File: config.mk
export PLATFORM = sky130hd
export DESIGN_NAME = dshot_arming_controller
export DESIGN_NICKNAME = d
export VERILOG_FILES = /design/src/rtl/dshot_arming_controller.sv
export SDC_FILE = /design/constraint.sdc
export NUM_CORES = 1
export LEC_CHECK = 0
export BUFFER_PORTS_ARGS = -buffer_cell sky130_fd_sc_hd__clkbuf_2
export CAP_MARGIN = 25
export CORE_MARGIN = 5
export CORE_UTILIZATION = 35
export DETAILED_ROUTE_END_ITERATION = 10
export GPL_TIMING_DRIVEN = 1
export MAX_ROUTING_LAYER = met4
export PLACE_DENSITY = 0.57
export SYNTH_ARGS = -nofsm -noshare
export SYNTH_HDL_FRONTEND = slang
export SYNTH_SLANG_ARGS = --single-unit
File: constraint.sdc
create_clock -name clk -period 2.5 [get_ports clk]
set_input_delay 0.25 -clock clk [delete_from_list [all_inputs] [get_ports clk]]
set_output_delay 0.25 -clock clk [all_outputs]
set_load 0.02 [all_outputs]
File: src/rtl/dshot_arming_controller.sv
// rtl/dshot_arming_controller.sv - DShot frame sequencer: arming, throttle gating, command qualification, failsafe
module dshot_arming_controller #(
  parameter int ARM_FRAMES     = 10,
  parameter int CMD_REPEAT     = 6,
  parameter int TIMEOUT_CYCLES = 1600000
) (
  input  logic        clk,
  input  logic        reset_n,
  input  logic        frame_strobe,
  input  logic [10:0] set_speed,
  input  logic [5:0]  special_command,
  input  logic        is_special_command,
  input  logic        crc_valid,
  input  logic        telemetry_bit,
  output logic [10:0] throttle,
  output logic        throttle_strobe,
  output logic        armed,
  output logic        failsafe,
  output logic [5:0]  cmd_out,
  output logic        cmd_strobe,
  output logic        telem_req,
  output logic [7:0]  crc_err_count
);

  localparam int TW = $clog2(TIMEOUT_CYCLES + 1);
  localparam logic [TW-1:0] TIMEOUT_MAX = TW'(TIMEOUT_CYCLES);
  localparam logic [7:0]    ARM_TARGET  = 8'(ARM_FRAMES);
  localparam logic [3:0]    REP_TARGET  = 4'(CMD_REPEAT);

  typedef enum logic [1:0] {
    DISARMED = 2'd0,
    ARMING   = 2'd1,
    ARMED    = 2'd2,
    FAILSAFE = 2'd3
  } ctrlState;

  ctrlState       state;
  logic [7:0]     armCount;
  logic [3:0]     repCount;
  logic [5:0]     trackedCmd;
  logic [TW-1:0]  timeoutCount;

  logic           goodFrame;
  logic           badFrame;
  logic           stopFrame;
  logic           cmdFrame;
  logic           throttleFrame;
  logic           timeoutReach;
  logic           sameCmd;
  logic [3:0]     repInc;
  logic [7:0]     armInc;

  assign goodFrame     = frame_strobe && crc_valid;
  assign badFrame      = frame_strobe && !crc_valid;
  assign stopFrame     = goodFrame && is_special_command && (special_command == 6'd0);
  assign cmdFrame      = goodFrame && is_special_command && (special_command != 6'd0);
  assign throttleFrame = goodFrame && !is_special_command;
  // Fires only on the edge the counter would step onto the limit; a good frame that cycle wins.
  assign timeoutReach  = !goodFrame && (timeoutCount == TIMEOUT_MAX - 1'b1);
  assign sameCmd       = (repCount != 4'd0) && (special_command == trackedCmd);
  assign repInc        = repCount + 4'd1;
  assign armInc        = armCount + 8'd1;

  always_ff @(posedge clk or negedge reset_n) begin
    if (!reset_n) begin
      state           <= DISARMED;
      armCount        <= 8'd0;
      repCount        <= 4'd0;
      trackedCmd      <= 6'd0;
      timeoutCount    <= '0;
      throttle        <= 11'd0;
      throttle_strobe <= 1'b0;
      armed           <= 1'b0;
      failsafe        <= 1'b0;
      cmd_out         <= 6'd0;
      cmd_strobe      <= 1'b0;
      telem_req       <= 1'b0;
      crc_err_count   <= 8'd0;
    end else begin
      throttle_strobe <= 1'b0;
      cmd_strobe      <= 1'b0;
      telem_req       <= goodFrame && telemetry_bit;

      if (badFrame && crc_err_count != 8'hFF)
        crc_err_count <= crc_err_count + 8'd1;

      if (goodFrame)
        timeoutCount <= '0;
      else if (timeoutCount != TIMEOUT_MAX)
        timeoutCount <= timeoutCount + 1'b1;

      // Command repeat tracking is independent of the arming state.
      if (cmdFrame) begin
        if (sameCmd) begin
          if (repCount != 4'd15)
            repCount <= repInc;
          if (repInc == REP_TARGET) begin
            cmd_out    <= special_command;
            cmd_strobe <= 1'b1;
          end
        end else begin
          trackedCmd <= special_command;
          repCount   <= 4'd1;
          if (REP_TARGET == 4'd1) begin
            cmd_out    <= special_command;
            cmd_strobe <= 1'b1;
          end
        end
      end else if (stopFrame || throttleFrame) begin
        repCount <= 4'd0;
      end

      case (state)
        DISARMED, FAILSAFE: begin
          if (stopFrame) begin
            armCount <= 8'd1;
            failsafe <= 1'b0;
            if (ARM_TARGET == 8'd1) begin
              state           <= ARMED;
              armed           <= 1'b1;
              throttle        <= 11'd0;
              throttle_strobe <= 1'b1;
            end else begin
              state <= ARMING;
            end
          end
        end

        ARMING: begin
          if (timeoutReach) begin
            state           <= FAILSAFE;
            armed           <= 1'b0;
            throttle        <= 11'd0;
            throttle_strobe <= 1'b1;
            failsafe        <= 1'b1;
            armCount        <= 8'd0;
          end else if (stopFrame) begin
            armCount <= armInc;
            if (armInc == ARM_TARGET) begin
              state           <= ARMED;
              armed           <= 1'b1;
              throttle        <= 11'd0;
              throttle_strobe <= 1'b1;
            end
          end else if (throttleFrame || cmdFrame) begin
            state    <= DISARMED;
            armCount <= 8'd0;
          end
        end

        ARMED: begin
          if (timeoutReach) begin
            state           <= FAILSAFE;
            armed           <= 1'b0;
            throttle        <= 11'd0;
            throttle_strobe <= 1'b1;
            failsafe        <= 1'b1;
            armCount        <= 8'd0;
          end else if (goodFrame) begin
            throttle_strobe <= 1'b1;
            throttle        <= throttleFrame ? set_speed : 11'd0;
          end
        end

        default: state <= DISARMED;
      endcase
    end
  end

endmodule

==> Yosys cells after proc, flatten, opt, wreduce, memory -nomap -nowiden <==
Index checks and enable logic that the tools add are counted.
Widths: inputs -> output; s select.
{ "word_totals": {"in_bits": 23, "out_inout_bits": 30, "elab_cells": 112, "reg_bits": 71} }
{ "classes": {"n_reduce_logical": 32, "n_mux": 43, "add_sub_neg": 4, "n_eq_ne": 19, "bitwise_logic": 1} }
{ "op_table": {"columns": ["op", "n"], "rows": [
  ["$mux 11", 6],
  ["$mux 21", 2],
  ["$mux 8", 5],
  ["$pmux 8 s3", 1],
  ["$pmux 11 s2", 1],
  ["$add 21x1->21 const B", 1],
  ["$eq 21x21->1 const B", 1],
  ["$ne 21x21->1 const B", 1],
  ["$add 8x1->8 const B", 2],
  ["$mux 4", 4],
  ["$mux 1", 14],
  ["$mux 2", 6],
  ["$ne 4x4->1 const B", 3],
  ["$reduce_and 4->1", 3],
  ["$logic_and 1x1->1", 10],
  ["$ne 3x3->1 const B", 3],
  ["$eq 8x4->1 const B", 1],
  ["$ne 8x8->1 const B", 1],
  ["$eq 6x6->1", 1],
  ["$logic_not 6->1", 1],
  ["$pmux 1 s2", 3],
  ["$pmux 2 s3", 1],
  ["$reduce_and 2->1", 3],
  ["$reduce_and 3->1", 2],
  ["15 further kinds", 23]
]} }

==> Logic depth before layout (Yosys ltp) <==
Gate-level depths: netlist (run 1).
{ "logic_depth": {"depth_word": 8, "ltp_mapped": 8, "mapped_depth_nobuf": 7} }

==> Worst setup path after synthesis (run 1) <==
OpenSTA, ideal clock, no wires.
{ "synth_path": {"kind": "flip-flop to flip-flop", "startpoint": "reg armCount[0]", "endpoint": "reg throttle[0]", "stages_incl_launch_ff": 9, "required_time_ns": 2.421, "path_buffers": 2, "setup_time_ns": 0.079, "period_less_slack_ns": 2.223, "t_arrival_ns": 2.144, "slack_ns": 0.277, "path_cell_list": "dfrtp_1 ha_1 buf_2 or3_1 a211oi_2 o221ai_2 a211oi_2 buf_4 mux2i_1"} }
{ "synth_between": {"elab_chain_len": 4} }
{ "synth_rtl": {"columns": ["item", "line_no", "source"], "rows": [
  ["start, declared", "38", "logic [7:0] armCount;"],
  ["start signal, assigned", "138", "armCount <= armInc;"],
  ["$add 8x1->8", "62", "assign armInc = armCount + 8'd1;"],
  ["$eq 8x4->1", "139", "if (armInc == ARM_TARGET) begin"],
  ["$ne 3x3->1 (no source line)", null, null],
  ["$reduce_and 4->1 (no source line)", null, null],
  ["end signal, assigned", "161", "throttle <= throttleFrame ? set_speed : 11'd0;"],
  ["end, declared", "15", "output logic [10:0] throttle,"]
]} }
No other way between the ends.
A chain may end at the register's enable or synchronous reset.

==> Worst setup path in the final report (run 1) <==
{ "layout_path": {"startpoint": "reg armCount[0]", "endpoint": "reg throttle[1]"} }
The elaborated chain is that of the path after synthesis.

==> summary.md, run 1 <==
| Metric | Value |
|---|---|
| Starting Density | 0.353 |
| Nets@finish | 459 |
| Maximum vdd drop | 0.481 mV |
| Worst path slowest cell | dfrtp_1 |
| Max_cap viols | 0 |
| Crit Path Max Fanout | 11 |
| RSZ-0062 raised after global routing | false |
| Fin crit period | 2.23 ns |
| Die Y | 114 um |
| Fraction of registers with async set/reset | 1.00 |
| Via count | 2874 |
| Post-synth top area share | 0.469 |
| Diodes inserted | 0 |
| Layout cell share with drive strength beyond 1 | 0.247 |
| CP Cell Sequence | ha_1, or3_1, a211oi_2, o221ai_2, a211oi_2, buf_4, mux2i_1 |
| Setup-failing EPs final | 0 |
| Post-place setup slack | 0.283 ns |
| Synth Area per Inst | 10.4 um2 |
| Synth Area in Adders | 0.0330 |
| CTS tree | built |
| Placed Cells incl. Taps | 554 |
| Pwr/cell area | 694 nW/um2 |
| Yosys cell types | 59 |
| Core Box Area | 10700 um2 |
| GRT Overall Usage | 0.141 |
| Remaining DRCs | 0 |
| Worst Setup End Kind | flop |
| First-pass GRT wire length | 14.5 mm |
| Worst Clk Skew | 0.0135 ns |
| Max-slew violation count | 0 |
| CP bufs+invs | 1 |
| Total grt overflow | 0 |
| Top-count cell post-synth | dfrtp_1 |
| Status | completed |
| Seq/Total Area, Yosys | 0.469 |
| Mux contribution to synthesized area | 0.0733 |
| Critical Setup Path Class | flop to flop |
| CTS Root Cell | clkbuf_8 |
| Largest net degree at the start of global routing | 28 |
| Full die area | 13000 um2 |
| Rel. slew slack | 0.508 |
| Critical Path RT | 2.78 ns |
| Synthesis-to-finish area growth | 18.0% |
| Hold WC Path Type | input port to flop |
| DPL Wire Length | 5.97 mm |
| # IOs | 53 |
| Post-route setup slack | 0.275 ns |
| Main combinational cell family by area after synthesis | simple AND/OR/NAND/NOR gates |
| Row Count | 38 |
| GP Congestion | 0.799 |
| Die X | 114 um |
| Synth top area cells | dfrtp_1 (47%), xor2_1 (4.9%), mux2_2 (4.2%), ha_1 (3.3%), mux2i_1 (3.2%) |
| Fillers | 1100 |
| Mapped Cells | 365 |
| Vias in the first global route | 2947 |
| DRT iter0 DRCs | 242 |
| Port bufs | 52 |
| Critical path's largest stage delay | 0.45 ns |
| Non-Filler Instances | 570 |
| Tcrit/Tclk final | 0.890 |
| Setup Buffers After CTS | 0 |
| Final WL | 8.17 mm |
| # resized after CTS | 0 |
| Crit path arrival time | 2.50 ns |
| Drt pass-1 iters | 4 |
| Dominant synthesized flop cell | dfrtp_1 |
| Yosys warning count | 0 |
| Leakage Power | 2.04 nW |
| Final setup TNS | 0 ns |
| TritonCTS Buffers | 9 |
| Most used cell, CP | a211oi_2 |
| Startpoint types | flop |
| Worst Max-Slew Pin Slew | 0.731 ns |
| Wirelength per Cell | 14.3 um |
| Post-DRT Antenna Nets | 0 |
| Peak Freq | 449 MHz |
| Synth Area in Simple Gates | 0.203 |
| Seq cells post-synth | 71 |
| Initial antenna violation count | 0 |
| Synth top cells by count | dfrtp_1 (71), nor2_1 (29), nand2_1 (27) |
| CTS max path bufs | 2 |
| Clk sinks | 71 |
| Post-DR vias/cell | 5.04 |
| Cell Area, Synth | 3790 um2 |
| Post-synth EDFFs | 0 |
| Top delay family on crit path | compound AO/OA/AOI/OAI gates |
| Clock-pin slew on the worst setup and hold paths | 0.08 ns |
| Worst-skew pair later-pin latency | 0.36 ns |
| Xor/xnor share of the synthesized area | 0.0762 |
| H-tree levels | 3 |
| Power, Total | 3.10 mW |
| Compound-Gate Fraction of Synth Area | 0.110 |
| Mapped Nets | 398 |
| Area after DPL | 4240 um2 |
| Final hold viol count | 0 |
| Largest area contributor in the netlist | dfrtp_1 |
| Final instance area | 4470 um2 |
| Hold Buf Count CTS | 1 |
cell usage in the layout (no fill, tap or decap), drive strengths merged, types with 2 or more instances in the layout:
cell type / count
and2: 4
and4: 5
bufinv: 2
o221ai: 2
nand2b: 2
clkbuf: 61
dfrtp: 71
a21oi: 10
o31ai: 10
nand4: 9
nand2: 27
mux2i: 12
ha: 10
xnor2: 12
nor2: 29
a31oi: 3
nor4b: 3
o21ai: 10
buf: 11
or3: 3
a211oi: 3
nor3: 10
nor2b: 2
mux2: 14
o21a: 2
inv: 21
xor2: 21
nor3b: 4
nand3: 16
and3: 16
nor4: 2
clkinv: 3
cell families after synthesis:
group,after synthesis
xor+xnor,33
flops,71
simple gates,139
buf+inv,34
fa+ha+maj,10
mux,26
compound gates,52
registers in the layout, summed over array words and instances (netlist names):
name,flops
armCount,8
state,2
telem_req,1
throttle,11
failsafe,1
cmd_strobe,1
crc_err_count,8
timeoutCount,21
armed,1
cmd_out,6
throttle_strobe,1
trackedCmd,6
repCount,4
per-stage QoR:
step | hold WS [ns] | util
finish | 0.110 | 0.416
global route | 0.102 | 0.416
CTS | 0.0905 | 0.416
detailed placement | 0.294 | 0.395
global placement | 0.297 | 0.395
floorplan | -0.0456 | -
routing by layer:
layer / global-route usage / up-vias / share of wire
met5: - / - / 0
met4: 0.0412 / 0 / 0.013
met3: 0.0402 / 7 / 0.039
met2: 0.217 / 46 / 0.49
met1: 0.182 / 1405 / 0.46
li1: - / 1416 / -
path summary, 6_finish.rpt:
kind / start / to / cells past startpoint / slack (ns)
hold reg to reg: crc_err_count[7] / crc_err_count[7] / 1 / 0.50
max in group asynchronous: reset_n / timeoutCount[1] / 3 / 1.31
min in group asynchronous: reset_n / cmd_strobe / 2 / 0.43
setup reg to reg: armCount[0] / throttle[1] / 7 / 0.27
hold / removal: set_speed[5] / throttle[5] / 3 / 0.11
setup / recovery: armCount[0] / throttle[1] / 7 / 0.27
worst min-delay path, stage by stage:
cell and delay [ns]:
clkbuf_2 0.08, nand2_1 0.04, mux2i_1 0.06
power breakdown:
group,total (mW),internal (mW),switching [mW]
Combinational,0.691,0.294,0.398
Clock,1.04,0.585,0.451
Sequential,1.38,1.25,0.121
Total,3.10,2.13,0.970
layout make-up:
type,instances,area (um2),area share
multi-input cells,260,1880,0.420
flip-flops and latches,71,1780,0.397
inverters,21,78.8,0.0176
clock buffers,10,138,0.0308
repair buffers,63,345,0.0772
clock inverters,5,82.6,0.0185
well taps,140,175,0.0391
(Power assumes the default switching activity.)
==> run 2, diff against run 1 <==
--- a/config.mk
+++ b/config.mk
@@ -7,6 +7,7 @@
 export LEC_CHECK = 0
 export BUFFER_PORTS_ARGS = -buffer_cell sky130_fd_sc_hd__clkbuf_2
 export CAP_MARGIN = 25
+export CORE_ASPECT_RATIO = 1.5
 export CORE_MARGIN = 5
 export CORE_UTILIZATION = 35
 export DETAILED_ROUTE_END_ITERATION = 10
==> summary.md, run 2 (synthesis gave the netlist of run 1 again) <==
| Metric | Value |
|---|---|
| Clk sinks | 71 (unchanged) |
| # resized after CTS | 0 (unchanged) |
| CP Cell Sequence | ha_1, or3_1, a211oi_2, o221ai_2, a211oi_2, buf_4, mux2i_1 (unchanged) |
| RSZ-0062 raised after global routing | false (unchanged) |
| Post-DRT Antenna Nets | 0 (unchanged) |
| Full die area | 13100 um2 (was 13000 um2) |
| Critical path's largest stage delay | 0.45 ns (about the same) |
| Starting Density | 0.358 (was 0.353) |
| # IOs | 53 (unchanged) |
| Pwr/cell area | 737 nW/um2 (was 694 nW/um2) |
| Largest regs | timeoutCount x21, throttle x11 (unchanged) |
| Core Box Area | 10600 um2 (was 10700 um2) |
| Fin crit period | 2.22 ns (was 2.23 ns) |
| Initial antenna violation count | 0 (unchanged) |
| Status | completed (unchanged) |
| Final instance area | 4580 um2 (was 4470 um2) |
| DRT iter0 DRCs | 100 (was 242) |
| Reg2reg start | armCount[0] (unchanged) |
| Tcrit/Tclk final | 0.888 (was 0.890) |
| Hold_ws | 0.139 ns (was 0.110 ns) |
| Placed Cells incl. Taps | 559 (was 554) |
| TritonCTS Buffers | 9 (unchanged) |
| Drt pass-1 iters | 4 (unchanged) |
| Commonest non-fill, non-tap cell in the layout | dfrtp_1 (unchanged) |
| Worst path slowest cell | dfrtp_1 (unchanged) |
| Via count | 2887 (was 2874) |
| CTS Root Cell | clkbuf_16 (was clkbuf_8) |
| Peak Freq | 450 MHz (was 449 MHz) |
| Leakage Power | 2.08 nW (was 2.04 nW) |
| Startpoint types | flop (unchanged) |
| Fillers | 1062 (was 1100) |
| Crit path arrival time | 2.47 ns (was 2.50 ns) |
| Largest register FFs | 21 (unchanged) |
| Die Y | 137 um (was 114 um) |
| Commonest cells after routing, fill and taps aside | dfrtp_1 (71), clkbuf_2 (51), nor2_1 (29), nand2_1 (27) (unchanged) |
| Area after DPL | 4270 um2 (was 4240 um2) |
| Worst Clk Skew | 0.00592 ns (was 0.0135 ns) |
| Post-DR vias/cell | 5.02 (was 5.04) |
| Row Count | 46 (was 38) |
| Most used cell, CP | a211oi_2 (unchanged) |
| Hold Buf Count CTS | 1 (unchanged) |
| Wirelength per Cell | 14.4 um (was 14.3 um) |
| Setup Buffers After CTS | 0 (unchanged) |
| GRT Overall Usage | 0.142 (was 0.141) |
| Diodes inserted | 0 (unchanged) |
| Crit Path Max Fanout | 11 (unchanged) |
| Critical Path RT | 2.75 ns (was 2.78 ns) |
| GP Congestion | 0.849 (was 0.799) |
| Synthesis-to-finish area growth | 20.8% (was 18.0%) |
| Worst Max-Slew Pin Slew | 0.624 ns (was 0.731 ns) |
| Non-Filler Instances | 575 (was 570) |
| Post-route setup slack | 0.280 ns (was 0.275 ns) |
| First-pass GRT wire length | 14.2 mm (was 14.5 mm) |
| Nets@finish | 460 (was 459) |
| Worst-skew pair later-pin latency | 0.33 ns (was 0.36 ns) |
| Rel. slew slack | 0.583 (was 0.508) |
| CTS max path bufs | 2 (unchanged) |
| Layout cell share with drive strength beyond 1 | 0.246 (was 0.247) |
| DPL Wire Length | 6.05 mm (was 5.97 mm) |
| Max-slew violation count | 0 (unchanged) |
| Maximum vdd drop | 0.357 mV (was 0.481 mV) |
| Final setup TNS | 0 ns (unchanged) |
| Remaining DRCs | 0 (unchanged) |
| Port bufs | 52 (unchanged) |
| Largest net degree at the start of global routing | 72 (was 28) |
| Power, Total | 3.37 mW (was 3.10 mW) |
| Fin util | 0.432 (was 0.416) |
| H-tree levels | 3 (unchanged) |
| Hold WC Path Type | input port to flop (unchanged) |
| Critical Setup Path Class | flop to flop (unchanged) |
| Most flops, register | timeoutCount (unchanged) |
| Worst Setup End Kind | flop (unchanged) |
| Post-place setup slack | 0.282 ns (was 0.283 ns) |
| Worst setup startpoint | armCount[0] (unchanged) |
| CTS tree | built (unchanged) |
| Final WL | 8.29 mm (was 8.17 mm) |
| Max_cap viols | 0 (unchanged) |
| Final hold viol count | 0 (unchanged) |
| Hold_sp | set_speed[0] (was set_speed[5]) |
| Total grt overflow | 0 (unchanged) |
| Setup-failing EPs final | 0 (unchanged) |
| Die X | 95.0 um (was 114 um) |
| Clock-pin slew on the worst setup and hold paths | 0.06 ns (was 0.08 ns) |
| Vias in the first global route | 2988 (was 2947) |
[run 2: changes by cell type in the layout (fill, tap and decap cells not counted), sizes merged]
| cell | before | now |
|---|---|---|
| bufinv | 2 | 1 |
| buf | 11 | 12 |
| clkinv | 3 | 1 |
| clkinvlp | 0 | 1 |
| clkbuf | 61 | 63 |
[run 2: report_power, final]
group / internal, mW / leakage [nW] / switching (mW)
Sequential: 1.26 / 0.957 / 0.124
Combinational: 0.303 / 0.978 / 0.402
Clock: 0.819 / 0.145 / 0.467
Total: 2.38 / 2.08 / 0.993
[run 2: critical path, delay by kind of cell, from the launching register on]
family	cells	cell delay, ns
mux	1	0.21
buf+inv	1	0.25
flops	1	0.45
simple gates	1	0.32
fa+ha+maj	1	0.23
compound gates	3	0.67
[run 2: routing by layer]
layer	up-vias	GRT usage	wire length, um
met4	0	0.0506	135
met2	24	0.251	4680
met3	11	0.0317	195
met5	-	-	0
li1	1413	-	-
met1	1439	0.156	3280
[run 2: final timing paths]
kind                            slack (ns)          endpoint  cells past startpoint
min in group asynchronous             0.46  crc_err_count[7]                      3
max in group asynchronous             1.71  crc_err_count[5]                      3
worst min register to register        0.51  crc_err_count[7]                      1
worst min-delay path                  0.14       throttle[0]                      3
worst max register to register        0.28       throttle[5]                      7
worst max-delay path                  0.28       throttle[5]                      7
[run 2: area by class of cell]
cell class              instances  area (um2)  area share
clock buffers                  12         256      0.0560
flip-flops and latches         71        1780       0.388
multi-input cells             260        1880       0.410
clock inverters                 3        42.5     0.00929
repair buffers                 64         365      0.0798
inverters                      21        78.8      0.0172
well taps                     144         180      0.0394
